### config.mk
export PLATFORM = sky130hd
export DESIGN_NAME = complement_to_magni_serial
export DESIGN_NICKNAME = d
export VERILOG_FILES = /design/src/rtl/complement_to_magni_serial.sv
export SDC_FILE = /design/constraint.sdc
export NUM_CORES = 1
export LEC_CHECK = 0
export ABC_AREA = 0
export CAP_MARGIN = 15
export CORE_MARGIN = 2
export CORE_UTILIZATION = 49
export CTS_CLUSTER_SIZE = 8
export DETAILED_ROUTE_END_ITERATION = 8
export GPL_TIMING_DRIVEN = 0
export PLACE_DENSITY = 0.86
export RECOVER_POWER = 50
export SYNTH_ARGS = -nofsm -noshare
export SYNTH_HDL_FRONTEND = slang
export SYNTH_SLANG_ARGS = --single-unit
### constraint.sdc
create_clock -name clk -period 1.95 [get_ports clk]
set_input_delay 0.195 -clock clk [delete_from_list [all_inputs] [get_ports clk]]
set_output_delay 0.195 -clock clk [all_outputs]
set_load 0.03 [all_outputs]
### src/rtl/complement_to_magni_serial.sv
// ---------------------------------------------------------------------------
// complement_to_magni_serial
//
// Converts a WIDTH-bit two's-complement word into sign-magnitude form.
// Non-negative words pass straight through. Negative words are negated
// bit-serially, LSB first, by copying bits up to and including the first 1
// and inverting every bit after it. No WIDTH-wide adder is used.
//
// Ports:
//   clk        rising-edge clock
//   rst_n      asynchronous active-low reset
//   in_valid   compl holds a word to convert
//   in_ready   block can accept a word this cycle (state is IDLE)
//   compl      two's-complement operand
//   out_valid  magni/ovf hold a result
//   out_ready  downstream accepts the result this cycle
//   magni      sign-magnitude result, bit WIDTH-1 is the sign
//   ovf        input was the most negative value (not representable)
//   busy       conversion in progress (state is not IDLE)
// ---------------------------------------------------------------------------
module complement_to_magni_serial #(
  parameter int WIDTH = 5
) (
  input  logic             clk,
  input  logic             rst_n,
  input  logic             in_valid,
  output logic             in_ready,
  input  logic [WIDTH-1:0] compl,
  output logic             out_valid,
  input  logic             out_ready,
  output logic [WIDTH-1:0] magni,
  output logic             ovf,
  output logic             busy
);

  typedef enum logic [1:0] {IDLE, SHIFT, DONE} state_t;

  // Counter must hold 0..WIDTH-2; keep at least one bit when WIDTH is 2.
  localparam int CW = (WIDTH > 2) ? $clog2(WIDTH - 1) : 1;
  localparam logic [CW-1:0] LAST = CW'(WIDTH - 2);

  state_t           state;
  logic [WIDTH-2:0] shreg;
  logic [WIDTH-2:0] result;
  logic [CW-1:0]    cnt;
  logic             seen_one;

  logic             b;
  logic             res_bit;
  logic [WIDTH-1:0] res_ext;
  logic [WIDTH-2:0] result_next;
  logic             seen_next;

  // One step of the serial negation. The new bit enters from the MSB side,
  // so after WIDTH-1 steps the first processed bit has reached the LSB.
  // Building res_ext first keeps the shift legal even when WIDTH is 2.
  always_comb begin
    b           = shreg[0];
    res_bit     = seen_one ? ~b : b;
    res_ext     = {res_bit, result};
    result_next = res_ext[WIDTH-1:1];
    seen_next   = seen_one | b;
  end

  assign in_ready = (state == IDLE);
  assign busy     = (state != IDLE);

  // Control FSM and datapath. magni/ovf only change when a finished result
  // is loaded, so they stay stable while DONE waits for out_ready.
  always_ff @(posedge clk or negedge rst_n) begin
    if (!rst_n) begin
      state     <= IDLE;
      shreg     <= '0;
      result    <= '0;
      cnt       <= '0;
      seen_one  <= 1'b0;
      magni     <= '0;
      ovf       <= 1'b0;
      out_valid <= 1'b0;
    end else begin
      case (state)
        IDLE: begin
          if (in_valid) begin
            shreg    <= compl[WIDTH-2:0];
            result   <= '0;
            cnt      <= '0;
            seen_one <= 1'b0;
            if (compl[WIDTH-1]) begin
              state <= SHIFT;
            end else begin
              state     <= DONE;
              magni     <= compl;
              ovf       <= 1'b0;
              out_valid <= 1'b1;
            end
          end
        end
        SHIFT: begin
          shreg    <= shreg >> 1;
          result   <= result_next;
          seen_one <= seen_next;
          cnt      <= cnt + 1'b1;
          // No 1 anywhere in the low bits means the input was 100..0,
          // whose magnitude does not fit; result_next is then all zero.
          if (cnt == LAST) begin
            state     <= DONE;
            magni     <= {1'b1, result_next};
            ovf       <= ~seen_next;
            out_valid <= 1'b1;
          end
        end
        DONE: begin
          if (out_ready) begin
            state     <= IDLE;
            out_valid <= 1'b0;
          end
        end
        default: begin
          state     <= IDLE;
          out_valid <= 1'b0;
        end
      endcase
    end
  end

endmodule

**Yosys cells after proc, flatten, opt, wreduce, memory -nomap -nowiden**

Cells that the tools add are included.

- Input port bits: 9
- Register bits after elaboration: 20
- Word-level logic and storage cells: 53

- Reduce and logical (&&, ||, !) cells: 7
- Bitwise gates (word level): 3
- Add/subtract/negate cells: 1
- Equality and inequality tests: 7
- Muxes and demuxes: 27

Operators with widths:

| cell | count |
|---|---|
| 4-bit one-hot mux with 2 select lines | 2 |
| 5-bit 2-to-1 mux | 3 |
| 2-bit 2-to-1 mux | 5 |
| 5-bit one-hot mux with 2 select lines | 1 |
| 1-bit 2-to-1 mux | 9 |
| 4-bit 2-to-1 mux | 2 |
| 2-bit inequality test, second input constant | 4 |
| 4-bit AND reduction | 2 |
| 2-bit one-hot mux with 3 select lines | 1 |
| 2-bit equality test, second input constant | 2 |
| 1-bit one-hot mux with 2 select lines | 2 |
| 2-bit one-hot mux with 2 select lines | 1 |
| 2-bit nonzero test | 2 |
| 1-bit one-hot mux with 3 select lines | 1 |
| 3-bit AND reduction | 1 |
| 2-bit by 1-bit adder with 2-bit output, second input constant | 1 |
| 2-bit by 1-bit equality test with 1-bit output, second input constant | 1 |
| 2-bit logical NOT | 1 |
| 1-bit inverter | 2 |
| 2-bit AND reduction | 1 |
| 1-bit OR | 1 |

**Longest topological paths before layout**

Gate-level depths: netlist (run 1).

- Depth after elaboration: 4
- Gate-level depth with buffers: 4
- Mapped depth without buffers: 4

**Worst setup path before layout (run 1)**

Ideal clock, no wire load.

- Path type: register -> register
- Start: register state[1]
- End: register magni[0]
- Arrival time: 1.547 ns
- Buffers on the path: 1
- Slack: 0.278 ns
- Library setup time: 0.125 ns
- Stages on the path, launching flop included: 5
- Cells stage by stage: dfrtp_1 > nor2_1 > a32o_1 > buf_6 > mux2_4

- Cells in the longest elaborated chain, start to end: 3
- Elaborated cells between the ends (all ways): 8
- Classes of those cells: eq/ne (4); mux (1); reduce/logical (3)

Ends and longest elaborated chain:

| element | line | source |
|---|---|---|
| start, declared | 42 | `state_t state;` |
| start signal, assigned | 72 | `state <= IDLE;` |
| start signal, assigned | 89 | `state <= SHIFT;` |
| start signal, assigned | 91 | `state <= DONE;` |
| 2-bit logical NOT * | -- |  |
| via in_ready | 27 | `output logic in_ready,` |
| 2-bit inequality test (no source line) or 2-bit nonzero test (tied branches) | -- |  |
| 4-bit AND reduction (no source line) | -- |  |
| end signal, assigned | 92 | `magni <= compl;` |
| end signal, assigned | 107 | `magni <= {1'b1, result_next};` |
| end, declared | 31 | `output logic [WIDTH-1:0] magni,` |

Mark *: on every way through the listed nets, which the timed path passes. The rest lies on a longest branch.
A chain may end at the register's enable or synchronous reset.

**Final worst setup path (run 1)**

- Start: register state[1]
- End: output in_ready

- Cells in the longest elaborated chain, start to end: 1

Ends and longest elaborated chain:

| element | line | source |
|---|---|---|
| 2-bit logical NOT | 65 | `assign in_ready = (state == IDLE);` |
| end, declared | 27 |  |

Every way passes these cells.

==> results of run 1 <==
## final cells by class
class	count	area (um^2)
plain buffers	4	31.28
clock buffers	3	22.52
clock inverters	1	5.005
fillers	153	605.6
inverters	6	22.52
multi-input cells	51	400.4
flip-flops and latches	19	475.5
well taps	25	31.28
repair buffers	17	170.2
## state kept, by name, indices dropped and copies added, names as in the netlist
name and cells:
cnt 2, state 2, magni 5, seen_one 1, shreg 4, ovf 1
out_valid 1, result 3
## cells in the mapped netlist (2+ instances only)
master	number	area (um^2)
inv_1	6	22.52
buf_6	2	22.52
dfrtp_1	19	475.5
a21oi_1	4	20.02
nand2_1	7	26.28
nor2_1	3	11.26
a21o_1	2	15.01
mux2_4	8	120.1
o21ai_1	5	25.02
ha_1	2	25.02
a22o_1	4	35.03
a22oi_1	2	15.01
o21ai_0	3	15.01
nor2b_1	5	31.28
## per-stage QoR
step,setup slack [ps],total power [mW]
after floorplan,277.9,1.455
after global placement,345.5,1.748
after detailed placement,328.1,1.794
after CTS,164.8,1.994
after global routing,98.96,2.108
final,181.8,1.965
## power by group through the flow
stage	combinational, mW	sequential [mW]	clock, mW
2_1_floorplan	0.670	0.784	0
3_3_place_gp	1.08	0.667	0
3_5_place_dp	1.12	0.678	0
4_1_cts	1.12	0.668	0.203
5_1_grt	1.20	0.691	0.216
6_report	1.10	0.670	0.194
## kinds of logic after synthesis
logic type	Yosys count	share of synthesized area, %
adders and majority gates	2	2.681
buffers and inverters	10	6.166
AOI/OAI and AO/OA	22	15.28
DFF	19	50.94
and+or+nand+nor	17	9.786
muxes	10	15.15
## worst max-delay path by stage
stage	to	cells after the start	start
2_1_floorplan	magni[0]	4	state[1]
3_3_place_gp	magni[0]	4	in_valid
3_5_place_dp	magni[2]	4	in_valid
4_1_cts	in_ready	2	state[1]
5_1_grt	in_ready	2	state[1]
6_report	in_ready	2	state[1]
## layer usage
| layer | global-route usage [%] | up-vias |
|---|---|---|
| met5 | 0 | - |
| met4 | 10.27 | 0 |
| met3 | 2.264 | 4 |
| met2 | 34.32 | 14 |
| met1 | 23.80 | 341 |
| li1 | - | 318 |
==> results.md, run 1 <==
* Status: completed
* First-pass GRT wire length at 3084 um
* Register area share after synthesis at 50.94%
* DRC Markers at 0
* Worst-path maximum fanout at 3
* Fin nets at 113
* Row cnt at 15
* Sink Count at 19
* Clock skew at 9.766 ps
* Predominant post-synthesis flop cell: dfrtp_1
* Net Sw Frac at 39.74%
* Metal-1 WL at 777 um
* Yosys cell types at 22
* Final WL at 1773 um
* Inserted Clock Buffers at 3
* Combinational share of power at about 56%
* Critical path cell sequence: nor2_1 -> clkdlybuf4s50_1
* Post-CTS Resized at 0
* Die Y at 47.65 um
* Hold Worst Slack at 435.6 ps
* Wire length on met2 at 920 um
* Crit path launch type: flop
* GRT Total Usage at a little under 20%
* Final cell count without fillers at 126
* IO buf count at 17
* Net Count, Synth at 91
* Critical R2R Launch: state[0]
* Crit Reg-Reg Endpoint: magni[2]
* Starting Density at 52.91%
* Die area at 2270 um^2
* Max clock buf depth at 2
* H-tree depth at 1
* Setup Crit Path Kind: reg -> out
* Initial DRC Count at 18
* Max-slew violations at 0
* CP max-delay cell: clkdlybuf4s50_1
* Cell Pwr Density at approximately 1700 nW/um^2
* Skew-Pair Late Insertion Delay at 290 ps
* Avg WL per Cell at 14.07 um
* Vias in the first global route at 717
* RSZ-0062 raised after global routing: false
* Final Util at between 60% and 70%
* Leading cell type in the layout, fill and taps excluded: dfrtp_1
* CTS tree: built
* Finished Cell Area at 1159 um^2
* Top delay family on crit path: buffers and inverters
* Routability cong. at around 0.8
* Worst Setup End Kind: primary output
* Largest net degree at the start of global routing at 20
* Initial antenna violation count at 0
* Post-synth ARST share at 100.0%
* Psw at 0.7808 mW
* Ports at 18
* HP Class: in -> async
* DR top layer: met4
* Post-CTS setup buffer count at 0
* Minimum clock period at 1768 ps
* Sequential power share at 34.1%
* DP HPWL at 1330 um
* Static Leak at roughly 0.54 nW
* Required time of the critical path at 1750 ps
* Clock Tree Root: clkbuf_4
* Final Setup Violations at 0
* Synth-to-Final Area Change at 24.13%
* Share of layout cells above drive strength 1 at 16.83%
* Synth Register Bits at 19
* Warning count from the yosys run at 0
* Core area at roughly 1800 um^2
* Setup TNS at 0 ps
* Clock power frac at under 10%
* Mapped Area at just over 900 um^2
* Max incr delay on CP at 700 ps
* Internal power at 1.184 mW
* Number of flops mapped to enable cells by yosys at 0
* Final Hold Vio Count at 0
* Most frequent cells in the layout: 19 x dfrtp_1, 15 x clkdlybuf4s50_1, 8 x mux2_4
* Max_cap viols at 0
* Ant diodes at 0
* Post-Syn Area per Cell at 11.67 um^2
* Final Cycle Share at 90.68%
* Placed Cells at about 120
* Detailed Routing Iterations Pass 1 at 4
* Worst Tran Pin Value at 835.0 ps
* Register-to-Register Path Depth at 4
* Vias at 677
* Remaining antenna violation count after routing at 0
* Clk pin slew, worst setup/hold paths at 110 ps
* Critical Path AT at about 1600 ps
* Placement Cell Area at 1135 um^2
* Highest clock rate at 565.5 MHz
* Grt ovf at 0
* Via density per instance at 5.373
* Die Wd at 47.65 um
* Met3 routed WL at 39 um
* Relative slew slack at 44.15%
* Max VDD drop at 1.140 mV
* Worst path buffer plus inverter count at 1
* Post-CTS Hold Fix Bufs at 0
* Flop2flop setup slack at 400 ps
* Post-Synthesis Cells at 80
(Power assumes the default switching activity.)
==> inputs of run 2 (changes only) <==
--- a/config.mk
+++ b/config.mk
@@ -5,7 +5,6 @@
 export SDC_FILE = /design/constraint.sdc
 export NUM_CORES = 1
 export LEC_CHECK = 0
-export ABC_AREA = 0
 export CAP_MARGIN = 15
 export CORE_MARGIN = 2
 export CORE_UTILIZATION = 49
==> results of run 2 <==
Same layout as run 1: the final DEF is identical, and so are final timing and power.
==> inputs of run 3 (changes only) <==
--- a/config.mk
+++ b/config.mk
@@ -8,7 +8,7 @@
 export CAP_MARGIN = 15
 export CORE_MARGIN = 2
 export CORE_UTILIZATION = 49
-export CTS_CLUSTER_SIZE = 8
+export CTS_CLUSTER_SIZE = 28
 export DETAILED_ROUTE_END_ITERATION = 8
 export GPL_TIMING_DRIVEN = 0
 export PLACE_DENSITY = 0.86
==> results of run 3 <==
Same layout as run 1: the final DEF is identical, and so are final timing and power.
